==> config.mk <==
export PLATFORM = sky130hd
export DESIGN_NAME = sha_auth_ctrl_flat
export DESIGN_NICKNAME = d
export VERILOG_FILES = /design/src/rtl/sha_auth_ctrl_if.sv /design/src/rtl/sha_auth_ctrl.sv /design/src/flat_wrapper.sv
export SDC_FILE = /design/constraint.sdc
export NUM_CORES = 1
export LEC_CHECK = 0
export BUFFER_PORTS_ARGS = -buffer_cell sky130_fd_sc_hd__buf_2
export CORE_AREA = 5 5 73 75
export CTS_CLUSTER_SIZE = 16
export DETAILED_ROUTE_END_ITERATION = 12
export DIE_AREA = 0 0 78 80
export PLACE_DENSITY = 0.61
export SLEW_MARGIN = 20
export SYNTH_ARGS = -nofsm -noshare
export SYNTH_HDL_FRONTEND = slang
export SYNTH_SLANG_ARGS = --single-unit
==> constraint.sdc <==
create_clock -name clk -period 2.3 [get_ports clk]
set_input_delay 0.115 -clock clk [delete_from_list [all_inputs] [get_ports clk]]
set_output_delay 0.115 -clock clk [all_outputs]
set_load 0.01 [all_outputs]
==> src/rtl/sha_auth_ctrl_if.sv <==
// Host and sha256-wrapper signal bundle for the authentication controller.
// slave is the controller side, master the host/wrapper environment side.
interface sha_auth_ctrl_if;
  logic        start;
  logic        abort;
  logic        in_valid;
  logic [31:0] in_data;
  logic        in_ready;
  logic        sha_rst_n;
  logic        sha_cs;
  logic        sha_we;
  logic        sha_wc;
  logic [2:0]  sha_addr;
  logic [31:0] sha_wdata;
  logic        sha_digest_valid;
  logic        busy;
  logic        auth_pass;
  logic        auth_fail;
  logic        locked;
  logic [3:0]  fail_count;

  modport slave (
    input  start, abort, in_valid, in_data, sha_digest_valid,
    output in_ready, sha_rst_n, sha_cs, sha_we, sha_wc, sha_addr, sha_wdata,
    output busy, auth_pass, auth_fail, locked, fail_count
  );

  modport master (
    output start, abort, in_valid, in_data, sha_digest_valid,
    input  in_ready, sha_rst_n, sha_cs, sha_we, sha_wc, sha_addr, sha_wdata,
    input  busy, auth_pass, auth_fail, locked, fail_count
  );
endinterface

==> src/rtl/sha_auth_ctrl.sv <==
// Authentication sequencer: loads block and reference digest into a sha256 wrapper,
// fires the hash, waits for its match flag and tracks consecutive failures into lockout.
module sha_auth_ctrl #(
  parameter int unsigned HASH_WAIT = 80,
  parameter int unsigned MAX_FAIL  = 3
) (
  input logic            clk,
  input logic            reset,
  sha_auth_ctrl_if.slave bus
);

  localparam int unsigned     CntW      = (HASH_WAIT > 1) ? $clog2(HASH_WAIT) : 1;
  localparam logic [CntW-1:0] CntLast   = CntW'(HASH_WAIT - 1);
  localparam logic [3:0]      FailLimit = 4'(MAX_FAIL);

  localparam logic [3:0] StIdle    = 4'd0;
  localparam logic [3:0] StClr     = 4'd1;
  localparam logic [3:0] StLoadBlk = 4'd2;
  localparam logic [3:0] StLoadDig = 4'd3;
  localparam logic [3:0] StHash    = 4'd4;
  localparam logic [3:0] StWait    = 4'd5;
  localparam logic [3:0] StPass    = 4'd6;
  localparam logic [3:0] StFail    = 4'd7;
  localparam logic [3:0] StLock    = 4'd8;

  logic [3:0]      state_q, state_d;
  logic [2:0]      idx_q, idx_d;
  logic [CntW-1:0] cnt_q, cnt_d;
  logic [3:0]      fail_cnt_q, fail_cnt_d;
  logic            sha_rst_n_q;
  logic            load;
  logic            accept;
  logic [3:0]      fail_inc;

  assign load     = (state_q == StLoadBlk) || (state_q == StLoadDig);
  assign accept   = load & bus.in_valid;
  assign fail_inc = (fail_cnt_q == 4'hf) ? 4'hf : fail_cnt_q + 4'd1;

  always_comb begin
    state_d    = state_q;
    idx_d      = idx_q;
    cnt_d      = cnt_q;
    fail_cnt_d = fail_cnt_q;
    case (state_q)
      StIdle: begin
        if (bus.start) state_d = StClr;
      end
      StClr: begin
        state_d = bus.abort ? StIdle : StLoadBlk;
      end
      StLoadBlk, StLoadDig: begin
        if (accept) idx_d = idx_q + 3'd1;
        // An abort still lets a coincident word reach the wrapper; only the sequence stops.
        if (bus.abort) begin
          state_d = StIdle;
          idx_d   = '0;
        end else if (accept && (idx_q == 3'd7)) begin
          state_d = (state_q == StLoadBlk) ? StLoadDig : StHash;
        end
      end
      StHash: begin
        cnt_d   = '0;
        state_d = bus.abort ? StFail : StWait;
      end
      StWait: begin
        // Match flag beats a coincident timeout.
        if (bus.abort) begin
          state_d = StFail;
        end else if (bus.sha_digest_valid) begin
          state_d = StPass;
        end else begin
          cnt_d = cnt_q + 1'b1;
          if (cnt_q == CntLast) state_d = StFail;
        end
      end
      StPass: begin
        fail_cnt_d = '0;
        state_d    = StIdle;
      end
      StFail: begin
        fail_cnt_d = fail_inc;
        state_d    = (fail_inc >= FailLimit) ? StLock : StIdle;
      end
      StLock: begin
        state_d = StLock;
      end
      default: begin
        state_d = StIdle;
      end
    endcase
  end

  always_ff @(posedge clk or posedge reset) begin
    if (reset) begin
      state_q     <= StIdle;
      idx_q       <= '0;
      cnt_q       <= '0;
      fail_cnt_q  <= '0;
      sha_rst_n_q <= 1'b0;
    end else begin
      state_q     <= state_d;
      idx_q       <= idx_d;
      cnt_q       <= cnt_d;
      fail_cnt_q  <= fail_cnt_d;
      // Registered from next state so the wrapper sees reset exactly during CLR.
      sha_rst_n_q <= (state_d != StClr);
    end
  end

  assign bus.in_ready   = load;
  assign bus.sha_we     = accept;
  assign bus.sha_wc     = (state_q == StLoadBlk);
  assign bus.sha_addr   = idx_q;
  assign bus.sha_wdata  = load ? bus.in_data : '0;
  assign bus.sha_cs     = (state_q == StHash);
  assign bus.sha_rst_n  = sha_rst_n_q;
  assign bus.busy       = (state_q != StIdle) && (state_q != StLock);
  assign bus.auth_pass  = (state_q == StPass);
  assign bus.auth_fail  = (state_q == StFail);
  assign bus.locked     = (state_q == StLock);
  assign bus.fail_count = fail_cnt_q;

endmodule

==> src/flat_wrapper.sv <==
// flat-port wrapper written by rule: the top's interface ports become plain ports
module sha_auth_ctrl_flat 
#(
  parameter int unsigned HASH_WAIT = 80,
  parameter int unsigned MAX_FAIL  = 3
)
  (clk, reset, bus_start, bus_abort, bus_in_valid, bus_in_data, bus_sha_digest_valid, bus_in_ready, bus_sha_rst_n, bus_sha_cs, bus_sha_we, bus_sha_wc, bus_sha_addr, bus_sha_wdata, bus_busy, bus_auth_pass, bus_auth_fail, bus_locked, bus_fail_count);
  sha_auth_ctrl_if bus_i ();
  input logic clk;
  input logic reset;
  input wire logic [$bits(bus_i.start)-1:0] bus_start;
  input wire logic [$bits(bus_i.abort)-1:0] bus_abort;
  input wire logic [$bits(bus_i.in_valid)-1:0] bus_in_valid;
  input wire logic [$bits(bus_i.in_data)-1:0] bus_in_data;
  input wire logic [$bits(bus_i.sha_digest_valid)-1:0] bus_sha_digest_valid;
  output wire logic [$bits(bus_i.in_ready)-1:0] bus_in_ready;
  output wire logic [$bits(bus_i.sha_rst_n)-1:0] bus_sha_rst_n;
  output wire logic [$bits(bus_i.sha_cs)-1:0] bus_sha_cs;
  output wire logic [$bits(bus_i.sha_we)-1:0] bus_sha_we;
  output wire logic [$bits(bus_i.sha_wc)-1:0] bus_sha_wc;
  output wire logic [$bits(bus_i.sha_addr)-1:0] bus_sha_addr;
  output wire logic [$bits(bus_i.sha_wdata)-1:0] bus_sha_wdata;
  output wire logic [$bits(bus_i.busy)-1:0] bus_busy;
  output wire logic [$bits(bus_i.auth_pass)-1:0] bus_auth_pass;
  output wire logic [$bits(bus_i.auth_fail)-1:0] bus_auth_fail;
  output wire logic [$bits(bus_i.locked)-1:0] bus_locked;
  output wire logic [$bits(bus_i.fail_count)-1:0] bus_fail_count;
  assign bus_i.start = bus_start;
  assign bus_i.abort = bus_abort;
  assign bus_i.in_valid = bus_in_valid;
  assign bus_i.in_data = bus_in_data;
  assign bus_i.sha_digest_valid = bus_sha_digest_valid;
  assign bus_in_ready = bus_i.in_ready;
  assign bus_sha_rst_n = bus_i.sha_rst_n;
  assign bus_sha_cs = bus_i.sha_cs;
  assign bus_sha_we = bus_i.sha_we;
  assign bus_sha_wc = bus_i.sha_wc;
  assign bus_sha_addr = bus_i.sha_addr;
  assign bus_sha_wdata = bus_i.sha_wdata;
  assign bus_busy = bus_i.busy;
  assign bus_auth_pass = bus_i.auth_pass;
  assign bus_auth_fail = bus_i.auth_fail;
  assign bus_locked = bus_i.locked;
  assign bus_fail_count = bus_i.fail_count;
  sha_auth_ctrl #(.HASH_WAIT(HASH_WAIT), .MAX_FAIL(MAX_FAIL)) u_core (.clk(clk), .reset(reset), .bus(bus_i));
endmodule
==> results of run 1 <==
final timing paths:
check / startpoint / endpoint / slack, ns
setup / recovery: u_core.state_q[1] / bus_sha_we / 0.44
hold / removal: bus_start / u_core.bus.sha_rst_n / 0.07
setup reg to reg: u_core.state_q[3] / u_core.bus.sha_addr[2] / 0.68
hold reg to reg: u_core.bus.sha_addr[2] / u_core.bus.sha_addr[2] / 0.53
max in group asynchronous: reset / u_core.cnt_q[3] / 1.33
min in group asynchronous: reset / u_core.cnt_q[0] / 0.51
metal layers:
layer | GRT usage [%] | wire length [µm] | up-vias
met5 | 0 | 0 | -
met4 | 2.53 | 27 | 0
met3 | 3.27 | 155 | 2
met2 | 19.1 | 1880 | 19
met1 | 13.4 | 1500 | 593
li1 | - | - | 692
worst max-delay path: stages (launching register included):
cell and delay, ns:
dfrtp_1 0.50, or3b_1 0.54, clkinv_8 0.17, and2_4 0.16, buf_2 0.13
what timing repair did:
item / CTS / global route
endpoints found under the setup margin: 0 / 0
hold buffers: 1 / 0
endpoints found under the hold margin: 18 / 0
flip-flops by register name, indices dropped and copies added (netlist names):
signal	cells
u_core.bus.sha_rst_n	1
u_core.bus.sha_addr	3
u_core.bus.fail_count	4
u_core.state_q	4
u_core.cnt_q	7
cells in the mapped netlist:
| library cell | count | area [µm²] |
|---|---|---|
| o311ai_1 | 1 | 8.76 |
| o21ai_1 | 1 | 5.00 |
| nor3_1 | 3 | 15.0 |
| a21o_1 | 1 | 7.51 |
| nor4b_2 | 1 | 15.0 |
| ha_1 | 4 | 50.1 |
| nand4_1 | 4 | 25.0 |
| o21ai_0 | 13 | 65.1 |
| nand3b_1 | 2 | 15.0 |
| xor2_1 | 6 | 52.6 |
| or3b_1 | 1 | 8.76 |
| buf_6 | 2 | 22.5 |
| clkinv_8 | 1 | 16.3 |
| a311oi_1 | 1 | 8.76 |
| a31oi_1 | 1 | 6.26 |
| dfrtp_1 | 19 | 475 |
| buf_4 | 3 | 22.5 |
| nand3_1 | 5 | 25.0 |
| nor3b_2 | 2 | 25.0 |
| and3_1 | 3 | 18.8 |
| or4_1 | 1 | 7.51 |
| a32o_1 | 1 | 10.0 |
| a41oi_1 | 1 | 8.76 |
| clkbuf_1 | 3 | 11.3 |
| and2_1 | 35 | 219 |
| mux2i_1 | 1 | 10.0 |
| and4_1 | 1 | 8.76 |
| clkbuf_2 | 2 | 10.0 |
| nand2_1 | 9 | 33.8 |
| a21oi_1 | 6 | 30.0 |
| nor2_1 | 12 | 45.0 |
| inv_1 | 6 | 22.5 |
| o211ai_1 | 2 | 15.0 |
| and2_4 | 1 | 8.76 |
| nor2b_1 | 1 | 6.26 |
logic make-up (layout without fill, tap and decap cells):
group / Yosys count / in the layout / synth area share, %
compound gates: 28 / 28 / 12.4
xor+xnor: 6 / 6 / 3.94
fa+ha+maj: 4 / 4 / 3.75
buf+inv: 17 / 97 / 7.87
flops: 19 / 19 / 35.6
mux: 1 / 1 / 0.750
simple gates: 81 / 81 / 35.7
power by group through the flow:
stage	Combinational, mW	Sequential [mW]	Clock (mW)
5_1_grt	0.363	0.420	0.263
3_3_place_gp	0.325	0.418	0
2_1_floorplan	0.211	0.409	0
6_report	0.323	0.412	0.232
3_5_place_dp	0.329	0.419	0
4_1_cts	0.331	0.412	0.246
layout make-up:
type	count	share of cell area [%]
Inverter	7	2.13
Clock buffer	4	2.48
Sequential cell	19	26.2
Tap cell	54	3.72
Multi-Input combinational cell	120	41.5
Timing Repair Buffer	86	24.0
metrics by stage:
step                power, mW  worst slack (ns)  hold WS (ns)
finish                  0.968             0.443        0.0675
global route             1.05             0.317        0.0617
CTS                     0.990             0.420        0.0574
detailed placement      0.748             0.669         0.277
global placement        0.744             0.709         0.282
floorplan               0.620             0.829        0.0661
==> tab_implementation.tex, run 1 <==
\begin{tabular}{lr}
\hline
Metric & Value \\
\hline
\multicolumn{2}{l}{\textbf{Outcome}} \\
\quad Result of the run & finished, final reports clean \\
\multicolumn{2}{l}{\textbf{Setup path}} \\
\quad Worst endpoint data arrival time & 1.74 ns \\
\quad Startpoint type of the worst setup path & register \\
\quad Endpoint required time on the critical path & between 2 and 2.5 ns \\
\quad Path depth of the worst reg2reg path & 4 \\
\quad Crit path max fanout & 36 \\
\quad Type of the worst setup path & reg -> out \\
\quad Endpoint class of the critical path & output pin \\
\multicolumn{2}{l}{\textbf{Final layout}} \\
\quad Fraction of final layout cells with drive strength greater than 1 & 39.4\% \\
\quad Layout Cells excl Fill & a little under 300 \\
\quad Number of inserted diodes & 0 \\
\quad Area added between synthesis and finish & 36.1\% \\
\quad Finished layout cell area & approximately 1800 µm² \\
\quad Layout Nets & about 280 \\
\quad Filler cells & between 400 and 500 \\
\quad Highest-count cells in the layout ignoring fill and taps & 85 x buf\_2, 35 x and2\_1, 19 x dfrtp\_1, 13 x o21ai\_0, 12 x nor2\_1 \\
\quad Area occupied by registers & approximately 480 µm² \\
\quad Area occupied by multi-input gates & approximately 750 µm² \\
\quad Most common cell after layout, fill and taps aside & buf\_2 \\
\quad Core utilization of the finished layout & 39.5\% \\
\multicolumn{2}{l}{\textbf{Synth}} \\
\quad Post-synthesis instance total & roughly 160 \\
\quad Netlist area before placement & between 1000 and 1500 µm² \\
\quad Mean Syn Cell Area & roughly 8.6 µm² \\
\quad Seq/Total Area, Yosys & between 30\% and 40\% \\
\quad Syn Nets & slightly below 200 \\
\quad Flip-flop and latch count after synthesis & 19 \\
\quad Total of warnings raised by yosys & 0 \\
\quad Synth unique cells & 35 \\
\multicolumn{2}{l}{\textbf{GRT}} \\
\quad Largest net degree at the start of global routing & 37 \\
\quad GRT Overall Usage & about 11\% \\
\quad Wire length of the first global-routing pass & 5740 µm \\
\quad Number of antenna violations at the first check in global routing & 0 \\
\quad Via count of the first global-routing pass & roughly 1,300 \\
\quad Grt total ovfl & 0 \\
\multicolumn{2}{l}{\textbf{Die}} \\
\quad Die extent in x & 78 µm \\
\quad Die Outline Area & about 6200 µm² \\
\quad Height of the chip & $\sim$80 µm \\
\quad Total core area & 4600 µm² \\
\quad Initial standard-cell utilization of the core & between 20\% and 30\% \\
\quad Count of standard-cell rows & 25 \\
\quad I/O pin cnt & 86 \\
\multicolumn{2}{l}{\textbf{Timing}} \\
\quad Final-report max-slew violation count & 0 \\
\quad Sum Neg Setup Slack & 0 ns \\
\quad Achievable frequency & 538 MHz \\
\quad Worst-Margin Slew & $\sim$0.7 ns \\
\quad RSZ-0062 raised after global routing & false \\
\quad Number of failing hold endpoints at the final stage & 0 \\
\quad Clock tree skew after final layout & approximately 0.0055 ns \\
\quad Portion of the clock cycle consumed by the worst path in the final layout & just over 80\% \\
\quad Endpoints failing setup & 0 \\
\quad Post-route minimum period & around 1.9 ns \\
\quad Slew HR & around 52\% \\
\multicolumn{2}{l}{\textbf{Placement}} \\
\quad DPL Wire Length & $\sim$2800 µm \\
\quad Placement-stage cell area & 1760 µm² \\
\quad Number of buffers added on ports & between 80 and 90 \\
\quad GP Congestion & 0.677 \\
\quad Placed cells & about 290 \\
\multicolumn{2}{l}{\textbf{Clocking}} \\
\quad Clock latency at the later pin of the worst-skew pair & roughly 0.26 ns \\
\quad CTS H-tree lvls & 1 \\
\quad Number of clock sinks seen by CTS & 19 \\
\quad TritonCTS clock tree & done \\
\quad Root Buffer Master & clkbuf\_8 \\
\quad Clock transition time at the flip-flop clock pins of the worst setup and hold paths & about 0.070 ns \\
\quad TritonCTS Buffers & 3 \\
\quad Max clock buf depth & 2 \\
\quad Post-CTS sizing & 0 \\
\quad Post-CTS Setup Bufs & 0 \\
\multicolumn{2}{l}{\textbf{Detailed routing}} \\
\quad DRT Wirelength & 3570 µm \\
\quad Post-detailed-route via-to-cell ratio & around 4.5 \\
\quad Number of vias in the routed layout & 1,306 \\
\quad Average wire length per cell after detail routing & around 12 µm \\
\quad Number of DRC markers after the initial detailed-route iteration & 74 \\
\quad Residual DRC count & 0 \\
\quad DRT Pass-1 Iters & 4 \\
\quad Final ANT Viol Nets & 0 \\
\multicolumn{2}{l}{\textbf{Power and ir drop}} \\
\quad Switching share of power & 33.8\% \\
\quad Static leakage power & between 1 and 1.5 nW \\
\quad Share of power burned in registers & between 40\% and 50\% \\
\quad Share of total power in the clock network & a little under a quarter \\
\quad Cell area power density & 533 nW/µm² \\
\quad Combinational power share & 33.4\% \\
\quad Cell-internal power & about 0.64 mW \\
\quad Net switching power of the design & approximately 0.33 mW \\
\quad Peak supply drop & between 0.2 and 0.3 mV \\
\multicolumn{2}{l}{\textbf{Hold path}} \\
\quad Hold crit path type & in -> reg \\
\quad Cell depth of the worst min-delay path & 2 \\
\multicolumn{2}{l}{\textbf{Run}} \\
\quad Max Cap Viol & 0 \\
\hline
\end{tabular}
(Power assumes the default switching activity.)
==> run 2: changes to the inputs <==
Settings changed: PLACE_DENSITY 0.61 to 0.63.
Clock period 2.3 ns to 1.7 ns, I/O delays scaled along.
==> run 2 against run 1 <==
  * Clock power grew 39%
  * Non-clock buffer count grew 7
  * Combinational power grew 50%
  * Global-route usage grew 1.3 points
  * Count of clock-buffer cells in the layout shrank 1
  * Worst hold slack lost 0.056 ns
==> tab_implementation.tex, run 2 (same netlist as run 1, synthesis figures left out) <==
\begin{tabular}{lr}
\hline
Metric & Value \\
\hline
\multicolumn{2}{l}{\textbf{Clocking}} \\
\quad Clock transition time at the flip-flop clock pins of the worst setup and hold paths & $\sim$0.080 ns \\
\quad CTS H-tree lvls & 1 \\
\quad TritonCTS Buffers & 3 \\
\quad Root Buffer Master & clkbuf\_8 \\
\quad Max clock buf depth & 2 \\
\quad Number of clock sinks seen by CTS & 19 \\
\quad TritonCTS clock tree & done \\
\quad Clock latency at the later pin of the worst-skew pair & around 0.26 ns \\
\multicolumn{2}{l}{\textbf{Detailed routing}} \\
\quad Average wire length per cell after detail routing & $\sim$13 µm \\
\quad Number of DRC markers after the initial detailed-route iteration & 76 \\
\quad Residual DRC count & 0 \\
\quad DRT Pass-1 Iters & 4 \\
\quad Final ANT Viol Nets & 0 \\
\quad DRT Wirelength & 3930 µm \\
\quad Post-detailed-route via-to-cell ratio & $\sim$4.5 \\
\quad Number of vias in the routed layout & roughly 1,300 \\
\multicolumn{2}{l}{\textbf{Final layout}} \\
\quad Register name with the most flops & u\_core.cnt\_q \\
\quad Area occupied by registers & between 400 and 500 µm² \\
\quad Layout Nets & $\sim$290 \\
\quad Highest-count cells in the layout ignoring fill and taps & 85 x buf\_2, 35 x and2\_1, 18 x dfrtp\_1, 13 x o21ai\_0, 12 x nor2\_1 \\
\quad Area occupied by multi-input gates & 763 µm² \\
\quad Area added between synthesis and finish & 40.9\% \\
\quad Fraction of final layout cells with drive strength greater than 1 & 42.4\% \\
\quad Number of flip-flops in the largest register & 7 \\
\quad Number of inserted diodes & 0 \\
\quad Most common cell after layout, fill and taps aside & buf\_2 \\
\quad Filler cells & approximately 480 \\
\multicolumn{2}{l}{\textbf{GRT}} \\
\quad GRT Overall Usage & between 10\% and 20\% \\
\quad Grt total ovfl & 0 \\
\quad Wire length of the first global-routing pass & 6220 µm \\
\quad Number of antenna violations at the first check in global routing & 0 \\
\quad Largest net degree at the start of global routing & 37 \\
\quad Via count of the first global-routing pass & roughly 1,300 \\
\multicolumn{2}{l}{\textbf{Power and ir drop}} \\
\quad Cell area power density & $\sim$720 nW/µm² \\
\quad Peak supply drop & between 0.3 and 0.4 mV \\
\quad Static leakage power & around 1.1 nW \\
\multicolumn{2}{l}{\textbf{Timing}} \\
\quad Achievable frequency & $\sim$620 MHz \\
\quad Portion of the clock cycle consumed by the worst path in the final layout & between 90\% and 100\% \\
\quad Clock tree skew after final layout & 0.00655 ns \\
\quad Endpoints failing setup & 0 \\
\quad Sum Neg Setup Slack & 0 ns \\
\quad Setup WS post-layout & 0.0900 ns \\
\quad Slew HR & between 60 and 70\% \\
\quad Worst-Margin Slew & roughly 0.45 ns \\
\quad Final-report max-slew violation count & 0 \\
\quad Number of failing hold endpoints at the final stage & 0 \\
\quad RSZ-0062 raised after global routing & false \\
\quad Post-route minimum period & about 1.6 ns \\
\multicolumn{2}{l}{\textbf{Die}} \\
\quad Total core area & 4600 µm² \\
\quad Height of the chip & 80 µm \\
\quad Count of standard-cell rows & 25 \\
\quad Die Outline Area & roughly 6200 µm² \\
\quad Die extent in x & 78 µm \\
\quad Initial standard-cell utilization of the core & between 20\% and 30\% \\
\quad I/O pin cnt & 86 \\
\multicolumn{2}{l}{\textbf{Setup path}} \\
\quad Crit path max fanout & 36 \\
\quad Endpoint class of the critical path & output pin \\
\quad Crit path from & u\_core.state\_q[2] \\
\quad Delay contributed by the slowest stage of the critical path & 0.46 ns \\
\quad Type of the worst setup path & reg -> out \\
\quad Startpoint type of the worst setup path & register \\
\quad Endpoint required time on the critical path & about 1.6 ns \\
\quad Cell breakdown of the critical path & or3b\_4 -> clkinv\_8 -> and2\_4 -> buf\_2 \\
\quad Start of the worst register-to-register path & u\_core.state\_q[2] \\
\quad Worst endpoint data arrival time & roughly 1.5 ns \\
\quad Master of the slowest instance on the critical path & or3b\_4 \\
\multicolumn{2}{l}{\textbf{Hold path}} \\
\quad Hold path startpoint & bus\_start \\
\quad Hold crit path type & in -> reg \\
\multicolumn{2}{l}{\textbf{Outcome}} \\
\quad Result of the run & finished, final reports clean \\
\multicolumn{2}{l}{\textbf{Run}} \\
\quad Max Cap Viol & 0 \\
\multicolumn{2}{l}{\textbf{Placement}} \\
\quad Number of buffers added on ports & 85 \\
\quad Worst slack, placed & slightly above 0.2 ns \\
\quad DPL Wire Length & 3090 µm \\
\quad GP Congestion & around 0.71 \\
\hline
\end{tabular}
==> run 2: power by group <==
| group | switching (mW) | internal [mW] | total [mW] |
|---|---|---|---|
| clock network | 0.160 | 0.163 | 0.323 |
| logic | 0.263 | 0.223 | 0.486 |
| registers | 0.0514 | 0.496 | 0.548 |
==> run 2: cell type report <==
class	count	area share [%]
Clock buffer	3	2.20
Multi-Input combinational cell	120	40.6
Tap cell	54	3.59
Timing Repair Buffer	93	25.9
Sequential cell	19	25.3
Clock inverter	1	0.266
Inverter	7	2.06
==> run 2: path summary, 6_finish.rpt <==
check                                                 to  slack (ns)  cells after the start
worst max-delay path                          bus_sha_we        0.09                      4
worst min-delay path                u_core.bus.sha_rst_n        0.01                      2
worst max register to register    u_core.bus.sha_addr[2]        0.30                      4
worst min register to register           u_core.cnt_q[1]        0.54                      2
max in group asynchronous              u_core.state_q[0]        1.11                      4
min in group asynchronous       u_core.bus.fail_count[0]        0.37                      4
==> run 2: what timing repair did <==
item                                    CTS  global route
gates resized for setup                   1             2
endpoints found under the setup margin   33             2
hold buffers                              1             0
endpoints found under the hold margin    19             0
buffers inserted                          0             0
==> run 2: critical path, delay by kind of cell, from the launching register on <==
family                 cells  cell delay (ns)
and+or+nand+nor            2             0.61
DFF                        1             0.39
buffers and inverters      2             0.25
==> run 2: metrics by stage <==
step / cells / instance area [µm²] / hold slack (ns) / power (mW) / utilization, %
3_5_place_dp: 292 / 1810 / 0.126 / 1.04 / 39.5
4_1_cts: 297 / 1870 / 0.00298 / 1.38 / 40.7
5_1_grt: 297 / 1880 / 0.0302 / 1.46 / 40.9
2_1_floorplan: 156 / 1340 / 0.0361 / 0.839 / -
3_3_place_gp: 292 / 1810 / 0.121 / 1.02 / 39.5
6_report: 297 / 1880 / 0.0115 / 1.36 / 40.9
==> run 2: metal layers <==
layer | vias up | routed length [µm] | GRT usage [%]
met5 | - | 0 | 0
met4 | 0 | 40 | 3.55
met3 | 4 | 193 | 3.16
met2 | 27 | 1960 | 20.1
met1 | 594 | 1730 | 15.8
li1 | 705 | - | -
